File: src/rtl/ram_burst_reader_if.sv
// Command/status, RAM read port and output stream of ram_burst_reader.
// master = burst reader side, slave = command issuer / RAM / stream sink side.
interface ram_burst_reader_if #(
    parameter int unsigned DATA_WIDTH = 32,
    parameter int unsigned ADDR_WIDTH = 10
);
    logic                  start;
    logic [ADDR_WIDTH-1:0] base_addr;
    logic [ADDR_WIDTH:0]   len;
    logic                  busy;
    logic                  done;
    logic                  ram_wea;
    logic [ADDR_WIDTH-1:0] ram_addrb;
    logic [DATA_WIDTH-1:0] ram_doutb;
    logic [DATA_WIDTH-1:0] m_data;
    logic                  m_valid;
    logic                  m_last;
    logic                  m_ready;

    modport master (
        input  start, base_addr, len, ram_wea, ram_doutb, m_ready,
        output busy, done, ram_addrb, m_data, m_valid, m_last
    );

    modport slave (
        output start, base_addr, len, ram_wea, ram_doutb, m_ready,
        input  busy, done, ram_addrb, m_data, m_valid, m_last
    );
endinterface

File: src/rtl/ram_burst_reader.sv
// Burst reader for the simple dual-port block RAM: issues reads, hides latency in a 4-entry FIFO.
// Optional running sum of streamed words via `define RAM_RD_CHECKSUM_EN (adds port sum_out).
module ram_burst_reader #(
    parameter int unsigned DATA_WIDTH  = 32,
    parameter int unsigned ADDR_WIDTH  = 10,
    parameter int unsigned DEEP_LENGTH = 1024
) (
    input  logic                  clk,
    input  logic                  rstn,
`ifdef RAM_RD_CHECKSUM_EN
    output logic [DATA_WIDTH-1:0] sum_out,
`endif
    ram_burst_reader_if.master    bus
);
    typedef enum logic [1:0] {StIdle, StRun, StDrain, StDone} state_e;

    localparam logic [ADDR_WIDTH:0]   LenOne  = (ADDR_WIDTH+1)'(1);
    localparam logic [ADDR_WIDTH-1:0] AddrOne = ADDR_WIDTH'(1);
    localparam logic [ADDR_WIDTH-1:0] AddrTop = ADDR_WIDTH'(DEEP_LENGTH - 1);

    state_e                r_state;
    logic [ADDR_WIDTH-1:0] r_addr;
    logic [ADDR_WIDTH:0]   r_len;
    logic [ADDR_WIDTH:0]   r_issued;
    logic                  r_inflight;
    logic                  r_inflight_last;
    logic [DATA_WIDTH-1:0] r_fifo_data [4];
    logic [3:0]            r_fifo_last;
    logic [1:0]            r_wr_ptr;
    logic [1:0]            r_rd_ptr;
    logic [2:0]            r_count;
    logic                  r_busy;
    logic                  r_done;
`ifdef RAM_RD_CHECKSUM_EN
    logic [DATA_WIDTH-1:0] r_sum;
`endif

    logic [2:0]            w_occ;
    logic                  w_issue;
    logic                  w_last_issue;
    logic                  w_pop;
    logic                  w_pop_last;
    logic [ADDR_WIDTH-1:0] w_next_addr;

    always_comb begin
        // FIFO entries plus the read still in the RAM pipeline; capped at 3 so 4 slots never overflow
        w_occ        = r_count + {2'b00, r_inflight};
        w_issue      = (r_state == StRun) && (r_issued < r_len) && !bus.ram_wea && (w_occ < 3'd3);
        w_last_issue = w_issue && (r_issued == (r_len - LenOne));
        w_pop        = (r_count != 3'd0) && bus.m_ready;
        w_pop_last   = w_pop && r_fifo_last[r_rd_ptr];
        w_next_addr  = (r_addr == AddrTop) ? '0 : r_addr + AddrOne;
    end

    assign bus.m_valid   = (r_count != 3'd0);
    assign bus.m_data    = r_fifo_data[r_rd_ptr];
    assign bus.m_last    = bus.m_valid & r_fifo_last[r_rd_ptr];
    assign bus.busy      = r_busy;
    assign bus.done      = r_done;
    assign bus.ram_addrb = r_addr;
`ifdef RAM_RD_CHECKSUM_EN
    assign sum_out       = r_sum;
`endif

    always_ff @(posedge clk) begin
        if (!rstn) begin
            r_state         <= StIdle;
            r_addr          <= '0;
            r_len           <= '0;
            r_issued        <= '0;
            r_inflight      <= 1'b0;
            r_inflight_last <= 1'b0;
            r_fifo_last     <= '0;
            r_wr_ptr        <= '0;
            r_rd_ptr        <= '0;
            r_count         <= '0;
            r_busy          <= 1'b0;
            r_done          <= 1'b0;
            for (int i = 0; i < 4; i++) r_fifo_data[i] <= '0;
`ifdef RAM_RD_CHECKSUM_EN
            r_sum           <= '0;
`endif
        end else begin
            r_inflight      <= w_issue;
            r_inflight_last <= w_last_issue;
            if (w_issue) begin
                r_addr   <= w_next_addr;
                r_issued <= r_issued + LenOne;
            end
            if (r_inflight) begin
                r_fifo_data[r_wr_ptr] <= bus.ram_doutb;
                r_fifo_last[r_wr_ptr] <= r_inflight_last;
                r_wr_ptr              <= r_wr_ptr + 2'd1;
            end
            if (w_pop) r_rd_ptr <= r_rd_ptr + 2'd1;
            case ({r_inflight, w_pop})
                2'b10:   r_count <= r_count + 3'd1;
                2'b01:   r_count <= r_count - 3'd1;
                default: r_count <= r_count;
            endcase
`ifdef RAM_RD_CHECKSUM_EN
            if (w_pop) r_sum <= r_sum + bus.m_data;
`endif
            unique case (r_state)
                StIdle: begin
                    if (bus.start) begin
                        r_addr   <= bus.base_addr;
                        r_len    <= bus.len;
                        r_issued <= '0;
                        r_busy   <= 1'b1;
                        r_done   <= (bus.len == '0);
                        r_state  <= (bus.len == '0) ? StDone : StRun;
`ifdef RAM_RD_CHECKSUM_EN
                        r_sum    <= '0;
`endif
                    end
                end
                StRun: begin
                    if (w_pop_last) begin
                        r_state <= StDone;
                        r_done  <= 1'b1;
                    end else if (w_last_issue) begin
                        r_state <= StDrain;
                    end
                end
                StDrain: begin
                    if (w_pop_last) begin
                        r_state <= StDone;
                        r_done  <= 1'b1;
                    end
                end
                StDone: begin
                    r_state <= StIdle;
                    r_done  <= 1'b0;
                    r_busy  <= 1'b0;
                end
                default: r_state <= StIdle;
            endcase
        end
    end
endmodule
File: src/flat_wrapper.sv
// flat-port wrapper written by rule: the top's interface ports become plain ports
module ram_burst_reader_flat 
#(
    parameter int unsigned DATA_WIDTH  = 32,
    parameter int unsigned ADDR_WIDTH  = 10,
    parameter int unsigned DEEP_LENGTH = 1024
)
  (clk, rstn, bus_start, bus_base_addr, bus_len, bus_ram_wea, bus_ram_doutb, bus_m_ready, bus_busy, bus_done, bus_ram_addrb, bus_m_data, bus_m_valid, bus_m_last);
  ram_burst_reader_if #(.DATA_WIDTH(DATA_WIDTH), .ADDR_WIDTH(ADDR_WIDTH)) bus_i ();
  input  logic clk;
  input  logic rstn;
  input wire logic [$bits(bus_i.start)-1:0] bus_start;
  input wire logic [$bits(bus_i.base_addr)-1:0] bus_base_addr;
  input wire logic [$bits(bus_i.len)-1:0] bus_len;
  input wire logic [$bits(bus_i.ram_wea)-1:0] bus_ram_wea;
  input wire logic [$bits(bus_i.ram_doutb)-1:0] bus_ram_doutb;
  input wire logic [$bits(bus_i.m_ready)-1:0] bus_m_ready;
  output wire logic [$bits(bus_i.busy)-1:0] bus_busy;
  output wire logic [$bits(bus_i.done)-1:0] bus_done;
  output wire logic [$bits(bus_i.ram_addrb)-1:0] bus_ram_addrb;
  output wire logic [$bits(bus_i.m_data)-1:0] bus_m_data;
  output wire logic [$bits(bus_i.m_valid)-1:0] bus_m_valid;
  output wire logic [$bits(bus_i.m_last)-1:0] bus_m_last;
  assign bus_i.start = bus_start;
  assign bus_i.base_addr = bus_base_addr;
  assign bus_i.len = bus_len;
  assign bus_i.ram_wea = bus_ram_wea;
  assign bus_i.ram_doutb = bus_ram_doutb;
  assign bus_i.m_ready = bus_m_ready;
  assign bus_busy = bus_i.busy;
  assign bus_done = bus_i.done;
  assign bus_ram_addrb = bus_i.ram_addrb;
  assign bus_m_data = bus_i.m_data;
  assign bus_m_valid = bus_i.m_valid;
  assign bus_m_last = bus_i.m_last;
  ram_burst_reader #(.DATA_WIDTH(DATA_WIDTH), .ADDR_WIDTH(ADDR_WIDTH), .DEEP_LENGTH(DEEP_LENGTH)) u_core (.clk(clk), .rstn(rstn), .bus(bus_i));
endmodule
File: config.mk
export PLATFORM = sky130hd
export DESIGN_NAME = ram_burst_reader_flat
export DESIGN_NICKNAME = d
export VERILOG_FILES = /design/src/rtl/ram_burst_reader_if.sv /design/src/rtl/ram_burst_reader.sv /design/src/flat_wrapper.sv
export SDC_FILE = /design/constraint.sdc
export NUM_CORES = 1
export LEC_CHECK = 0
export ABC_AREA = 1
export BUFFER_PORTS_ARGS = -buffer_cell sky130_fd_sc_hd__buf_2
export CORE_UTILIZATION = 63
export DETAILED_ROUTE_END_ITERATION = 12
export PLACE_DENSITY = 0.85
export SLEW_MARGIN = 10
export SYNTH_ARGS = -nofsm -noshare
export SYNTH_HDL_FRONTEND = slang
export SYNTH_SLANG_ARGS = --single-unit
export TNS_END_PERCENT = 30
File: constraint.sdc
create_clock -name clk -period 6.4 [get_ports clk]
set_clock_uncertainty 0.05 [all_clocks]
set_input_delay 1.6 -clock clk [delete_from_list [all_inputs] [get_ports clk]]
set_output_delay 1.6 -clock clk [all_outputs]
set_load 0.01 [all_outputs]
## Word level (Yosys, flattened, before mapping)

Memory sizes are Yosys's and may differ from the RTL's. A register that Yosys moved wholly into a read port is not among the register bits.
Index checks and enable logic that the tools add are counted.
Widths: inputs -> output; s select.

| cells by class | value |
|---|---|
| add/sub/neg operators | 8 |
| order comparisons | 5 |
| eq/ne operators | 11 |
| mux-type cells | 33 |
| bitwise gates (word level) | 1 |
| reduce and logical (&&, ||, !) cells | 19 |

Operator list:

| kind | number |
|---|---|
| $mux 10 | 4 |
| $mux 11 | 3 |
| $mux 32 | 1 |
| $reduce_or 32->1 | 1 |
| $mux 2 | 8 |
| $add 11x1->11 const B | 1 |
| $eq 11x11->1 | 1 |
| $logic_not 11->1 | 1 |
| $lt 11x11->1 | 1 |
| $sub 11x1->11 const B | 1 |
| $add 10x1->10 const B | 1 |
| $eq 10x10->1 const B | 1 |
| $mux 1 | 10 |
| $pmux 2 s4 | 1 |
| $logic_and 1x1->1 | 7 |
| $eq 2x2->1 const B | 3 |
| $lt 2x3->1 const B | 2 |
| $pmux 3 s2 | 1 |
| $reduce_and 2->1 | 3 |
| $add 2x1->2 const B | 2 |
| $bwmux 4 | 1 |
| $eq 2x1->1 const B | 2 |
| $ne 2x1->1 const B | 2 |
| $reduce_bool 2->1 | 2 |
| other kinds (17) | 17 |

| storage, ports and cells | value |
|---|---|
| bits in registers | 49 |
| memory bits (writable) | 128 |
| input bits | 58 |
| output and inout port bits | 46 |
| word-level logic and storage cells | 90 |
| memories kept | 1 |

Memories:

| name | depth | bits a word | read ports | clocked after memory_dff | wr ports | RTL line | source |
|---|---|---|---|---|---|---|---|
| u_core.r_fifo_data | 4 | 32 | 1 | 1 | 4 | ram_burst_reader.sv:27 | `logic [DATA_WIDTH-1:0] r_fifo_data [4];` |

## Depth between registers and ports, before layout

Gate-level depths: netlist (run 1).

| logic depth | value |
|---|---|
| depth after elaboration | 8 |
| gate-level depth with buffers | 16 |

## Least setup slack after synthesis (run 1)

OpenSTA, ideal clock, no wires.

| timing path | value |
|---|---|
| path kind | in2reg |
| from | in rstn |
| to | mem u_core.r_fifo_data[3][0] (enable) |
| library setup time | 0.461 ns |
| arrival time | 4.246 ns |
| data required time | 5.889 ns |
| slack | 1.642 ns |
| stages | 4 |
| buffers on the path | 1 |
| cells stage by stage | clkbuf_1 nand2_1 nor2_1 nor3_1 |

RTL lines:

| item | RTL line | source |
|---|---|---|
| start: declaration | flat_wrapper.sv:11 | `input logic rstn;` |
| end: declaration | ram_burst_reader.sv:27 |  |

==> results.py, run 1 <==
metrics = {
    "status": {
        "outcome": "finished, final reports clean",
    },
    "clocking": {
        "clkSinkCount": 179,
        "clk_latency_ps": 430,
        "cts_setup_buffers": 0,
        "hold_buffers": 0,
        "ctsResizeCount": 0,
        "clock_path_buffers": 2,
        "htreeDepth": 4,
        "cts_tree": "done",
        "cts.reportedPaths.clkPinSlew_ps": 70,
        "cts-root-buf": "clkbuf_16",
        "numCtsBuffers": 17,
    },
    "final_layout": {
        "final_cell_area_sq_um": 9990,
        "antennaDiodeCount": 0,
        "drive_gt1_frac": 0.147,
        "nNetsFinal": 1163,
        "area_delta_synth_final_pct": 15.1,
        "fin_util": 0.748,
    },
    "place": {
        "place_ws_ps": 2110,
        "hpwlAfterDp_microns": 13400,
        "port_buffers": 103,
        "place_congestion": 0.868,
        "placed_cell_area_sq_um": 9350,
    },
    "floorplanning": {
        "rows": 42,
        "ioPinCount": 104,
        "die_x_microns": 119,
        "coreArea_sq_um": 13300,
        "die_h_microns": 119,
        "fp.dieArea_sq_um": 14300,
        "floorplan.initialDensity": 0.650,
    },
    "power": {
        "ir_worst_vdd_mv": 0.204,
        "leakagePower_uw": 0.00434,
        "powerDensity_nw_per_um2": 339,
        "switchingPower_uw": 1090,
        "seqPwrFrac": 0.427,
        "pwr-share-comb": 0.242,
        "p_clk_frac": 0.331,
        "power.internal_uw": 2290,
        "power_switching_share": 0.323,
    },
    "timing": {
        "fmax_ghz": 0.240,
        "tns_ps": 0,
        "hold_violations": 0,
        "layout_setup_ws_ps": 2240,
        "setup_viol": 0,
        "finalMaxSlewViolations": 0,
        "slew_headroom": 0.400,
        "post-route-period-util": 0.650,
        "worst_pin_slew_ps": 898,
        "grt_setup_unrepaired": "no",
        "finalCriticalPeriod_ps": 4160,
    },
    "setup_path": {
        "crit_path_start_kind": "flip-flop",
        "critical_path.top_delay_family": "buffers and inverters",
        "critPathArrivalTime_ps": 2510,
        "path_cells": "buf_4 -> inv_1 -> o21ai_0 -> o22ai_1 -> buf_2",
        "slowest_delay_ps": 710,
        "path_class": "flip-flop to primary output",
        "crit_required_ps": 4750,
        "cp_num_buf_inv": 3,
        "critical_path_peak_fanout": 33,
        "r2r_start": "u_core.r_inflight",
        "cp_slowest_cell": "inv_1",
        "end_kind": "primary output",
    },
    "routing": {
        "initialDrtViolationCount": 792,
        "vias": 7415,
        "viasPerCell": 5.85,
        "wl_per_cell_microns": 16.8,
        "drc": 0,
        "first_pass_iters": 5,
        "drtAntennaViolNets": 0,
        "routed_wl_microns": 21300,
    },
    "logic_synthesis": {
        "synth_warnings": 0,
        "synth_nets": 1071,
        "synth_edf_count": 128,
        "yosysSeqAreaShare": 0.560,
        "ys_seq_elements": 179,
        "syn_avg_cell_area_sq_um": 8.79,
        "synth_area_leader_cell": "edfxtp_1",
        "synthDistinctLibCells": 40,
        "synthFlopType": "edfxtp_1",
        "yosysTopAreaCellShare": 0.443,
        "yosys-top-cells-area": "edfxtp_1, dfxtp_1, nor2_1, nand2_1, o21ai_0",
        "netlist_instances": 987,
        "yosysMostFrequentCell": "nor2_1",
        "synthArstFlopShare": 0,
        "syn-cell-area_sq_um": 8680,
        "synthTopCellsByCount": "nor2_1, nand2_1, edfxtp_1, inv_1, o21ai_0",
    },
    "flow_run": {
        "cap_violations": 0,
    },
    "global_routing": {
        "grt_max_degree": 45,
        "grt_pass1_vias": 6931,
        "groute.usage.overall": 0.306,
        "grt-ovfl-total": 0,
        "grt_antenna_before_repair": 0,
        "grt_pass1_wl_microns": 33500,
    },
    "hold_path": {
        "min_path_type": "flip-flop to flip-flop",
        "hold_start": "u_core.r_fifo_last[1]",
    },
}
-- layer usage --
layer | global-route usage | up-vias | part of all wire | wire length [microns]
met5 | 0 | - | 0 | 0
met4 | 0.150 | 0 | 0.031 | 656
met3 | 0.0493 | 58 | 0.089 | 1910
met2 | 0.495 | 431 | 0.47 | 10100
met1 | 0.402 | 3436 | 0.41 | 8670
li1 | - | 3490 | - | -
-- power groups by stage --
stage	sequential, uW	clock (uW)	combinational (uW)
global route	1460	1160	915
global placement	1460	0	772
finish	1450	1120	820
CTS	1440	1110	811
detailed placement	1460	0	795
floorplan	1450	0	559
-- cells by family after synthesis --
group	share of synthesized area
simple gates	0.207
compound gates	0.115
flops	0.560
buf+inv	0.0629
fa+ha+maj	0.0383
xor+xnor	0.0161
-- worst register-to-register path, stage by stage, from the launching register on --
cell,delay [ps]
dfxtp_1,580
nand2_1,90
buf_4,290
nor2_1,250
nand2_1,90
buf_4,260
nand2_1,590
buf_4,380
-- final cells by class --
| cell class | instances | area (sq um) |
|---|---|---|
| Timing Repair Buffer | 116 | 613 |
| Inverter | 100 | 375 |
| Sequential cell | 179 | 4870 |
| Tap cell | 176 | 220 |
| Fill cell | 894 | 3360 |
| Clock buffer | 22 | 508 |
| Multi-Input combinational cell | 665 | 3270 |
| Clock inverter | 10 | 131 |
-- registers in the layout, summed over array words and instances, names as in the netlist, 2 cells and up, named ones only --
signal and count:
u_core.r_fifo_last 4, u_core.r_wr_ptr 2, u_core.r_state 2, u_core.r_len 11, u_core.bus.ram_addrb 10, u_core.r_fifo_data 128, u_core.r_count 3, u_core.r_issued 11
u_core.r_rd_ptr 2
-- per-stage QoR --
stage	hold WS, ps	instances	total power (uW)
final	424	1268	3380
after floorplan	389	987	2010
after detailed placement	408	1236	2260
after global routing	449	1268	3530
after global placement	404	1236	2230
after CTS	420	1268	3370
-- worst paths after layout --
| kind | slack [ps] | end | cells after the start |
|---|---|---|---|
| max | 2240 | bus_m_data[28] | 5 |
| min | 420 | u_core.r_fifo_last[1] | 2 |
| min reg2reg | 420 | u_core.r_fifo_last[1] | 2 |
| max reg2reg | 3510 | u_core.r_fifo_data[1][21] | 7 |
-- cells in the final DEF, fill, tap and decap left out, drive strengths merged, types with 32 or more instances in the layout --
master and count:
edfxtp 128, dfxtp 51, o22ai 32, o21ai 94, nor2 238, nand3 40
inv 104, buf 116, a21oi 46, nand2 132
No activity file was read; power rests on OpenSTA's default activity.
==> run 2, diff against run 1 <==
--- a/config.mk
+++ b/config.mk
@@ -7,9 +7,9 @@
 export LEC_CHECK = 0
 export ABC_AREA = 1
 export BUFFER_PORTS_ARGS = -buffer_cell sky130_fd_sc_hd__buf_2
-export CORE_UTILIZATION = 63
+export CORE_UTILIZATION = 53
 export DETAILED_ROUTE_END_ITERATION = 12
-export PLACE_DENSITY = 0.85
+export PLACE_DENSITY = 0.77
 export SLEW_MARGIN = 10
 export SYNTH_ARGS = -nofsm -noshare
 export SYNTH_HDL_FRONTEND = slang
==> constraint.sdc (replaced) <==
create_clock -name clk -period 3.5 [get_ports clk]
set_clock_uncertainty 0.05 [all_clocks]
set_input_delay 0.875 -clock clk [delete_from_list [all_inputs] [get_ports clk]]
set_output_delay 0.875 -clock clk [all_outputs]
set_load 0.01 [all_outputs]
==> run 2 against run 1 <==
- combinational power increased by 80%
- die area grew 19%
- utilization fell by 12 points
- global-route usage fell by 6.0 points
- total power is 81% higher
- final cell count increased by 3.5%
- largest power group unchanged
==> results.py, run 2 (synthesized netlist as in run 1, its figures left out) <==
metrics = {
    "timing": {
        "fmax_ghz": 0.314,
        "post-route-period-util": 0.910,
        "worst_pin_slew_ps": 758,
        "finalCriticalPeriod_ps": 3180,
        "slew_headroom": 0.492,
        "hold_violations": 0,
        "setup_viol": 0,
        "tns_ps": 0,
        "grt_setup_unrepaired": "no",
        "finalMaxSlewViolations": 0,
    },
    "final_layout": {
        "antennaDiodeCount": 0,
        "largest_register_ffs": 128,
        "top_register": "u_core.r_fifo_data",
        "final_cell_area_sq_um": 10100,
        "area_delta_synth_final_pct": 16.1,
        "nNetsFinal": 1167,
        "fin_util": 0.632,
        "reg.largest.list": "u_core.r_fifo_data: 128 flops, u_core.r_issued: 11 flops, u_core.r_len: 11 flops",
        "layout_common_cells": "nor2_1, nand2_1, edfxtp_1",
        "drive_gt1_frac": 0.152,
        "nFillCells": 1318,
        "final_common_cell": "nor2_1",
    },
    "place": {
        "hpwlAfterDp_microns": 12800,
        "port_buffers": 103,
        "place_congestion": 0.868,
        "placed_cell_area_sq_um": 9450,
    },
    "global_routing": {
        "grt_max_degree": 65,
        "grt_antenna_before_repair": 0,
        "grt_pass1_wl_microns": 31500,
        "groute.usage.overall": 0.246,
        "grt_pass1_vias": 6465,
        "grt-ovfl-total": 0,
    },
    "status": {
        "outcome": "finished, final reports clean",
    },
    "clocking": {
        "clkSinkCount": 179,
        "cts_setup_buffers": 0,
        "cts-root-buf": "clkbuf_16",
        "hold_buffers": 0,
        "cts_tree": "done",
        "ctsResizeCount": 0,
        "clock_path_buffers": 2,
        "clk_latency_ps": 430,
        "cts.reportedPaths.clkPinSlew_ps": 70,
        "htreeDepth": 4,
        "numCtsBuffers": 17,
    },
    "setup_path": {
        "path_class": "flip-flop to primary output",
        "cp_slowest_cell": "clkinv_1",
        "path_cells": "clkinv_1 -> buf_12 -> o21ai_0 -> o22ai_1 -> buf_2",
        "crit_required_ps": 2570,
        "crit_path_start_kind": "flip-flop",
        "slowest_delay_ps": 590,
        "critical_path.top_delay_family": "buffers and inverters",
        "critPathArrivalTime_ps": 2260,
        "end_kind": "primary output",
        "cp_num_buf_inv": 3,
        "critical_path_peak_fanout": 36,
    },
    "power": {
        "leakagePower_uw": 0.00435,
        "switchingPower_uw": 2020,
        "powerDensity_nw_per_um2": 607,
        "power.internal_uw": 4110,
        "power_switching_share": 0.329,
        "seqPwrFrac": 0.429,
        "p_clk_frac": 0.330,
        "pwr-share-comb": 0.241,
        "ir_worst_vdd_mv": 0.374,
    },
    "routing": {
        "first_pass_iters": 5,
        "drtAntennaViolNets": 0,
        "vias": 7039,
        "drc": 0,
        "initialDrtViolationCount": 682,
        "routed_wl_microns": 20100,
        "viasPerCell": 5.37,
        "wl_per_cell_microns": 15.3,
    },
    "floorplanning": {
        "floorplan.initialDensity": 0.544,
        "rows": 46,
        "die_x_microns": 130,
        "die_h_microns": 130,
        "fp.dieArea_sq_um": 16900,
        "ioPinCount": 104,
        "coreArea_sq_um": 15900,
    },
    "flow_run": {
        "cap_violations": 0,
    },
    "hold_path": {
        "min_path_type": "flip-flop to flip-flop",
    },
}
==> run 2: cell type report <==
type                            count  area, sq um  area share
Sequential cell                   179         4870       0.483
Multi-Input combinational cell    665         3280       0.325
Timing Repair Buffer              120          656      0.0650
Clock buffer                       17          425      0.0422
Inverter                          100          375      0.0372
Tap cell                          216          270      0.0268
Clock inverter                     15          208      0.0206
==> run 2: metal layers <==
layer,GRT usage,vias up,wire length (microns)
met4,0.0793,0,311
met2,0.408,265,9510
met1,0.328,3253,8960
li1,-,3494,-
met3,0.0443,27,1270
met5,0,-,0
==> run 2: final timing paths <==
| check | from | to | slack, ps | cells past startpoint |
|---|---|---|---|---|
| setup / recovery | flip-flop | bus_m_data[17] | 320 | 5 |
| hold / removal | u_core.r_fifo_last[0] | u_core.r_fifo_last[0] | 420 | 2 |
| setup reg to reg | u_core.r_len[2] | u_core.r_state[1] | 900 | 15 |
| hold reg to reg | u_core.r_fifo_last[0] | u_core.r_fifo_last[0] | 420 | 2 |
==> run 2: power groups by stage <==
stage	sequential, uW	combinational (uW)	clock [uW]
global placement	2660	1440	0
finish	2620	1480	2020
global route	2650	1680	2130
CTS	2620	1480	2040
floorplan	2650	1020	0
detailed placement	2670	1470	0
==> run 2: through the flow <==
stage	instances	setup WS [ps]	total power [uW]	hold slack, ps
5_1_grt	1312	180	6450	442
4_1_cts	1312	310	6140	423
3_5_place_dp	1280	788	4140	409
6_report	1312	316	6120	425
2_1_floorplan	987	448	3670	389
3_3_place_gp	1280	867	4100	399
==> run 2: worst reg2reg max path, stage by stage, from the launching register on <==
cell	delay [ps]
dfxtp_1	380
inv_1	110
ha_1	300
a21oi_1	160
nand2_1	90
nand2_1	60
nand2_1	80
nand2_1	60
nand2_1	100
a21oi_2	540
nand3_1	220
nand2_2	130
nand3_2	70
nand2_1	60
inv_1	40
nor2_1	90
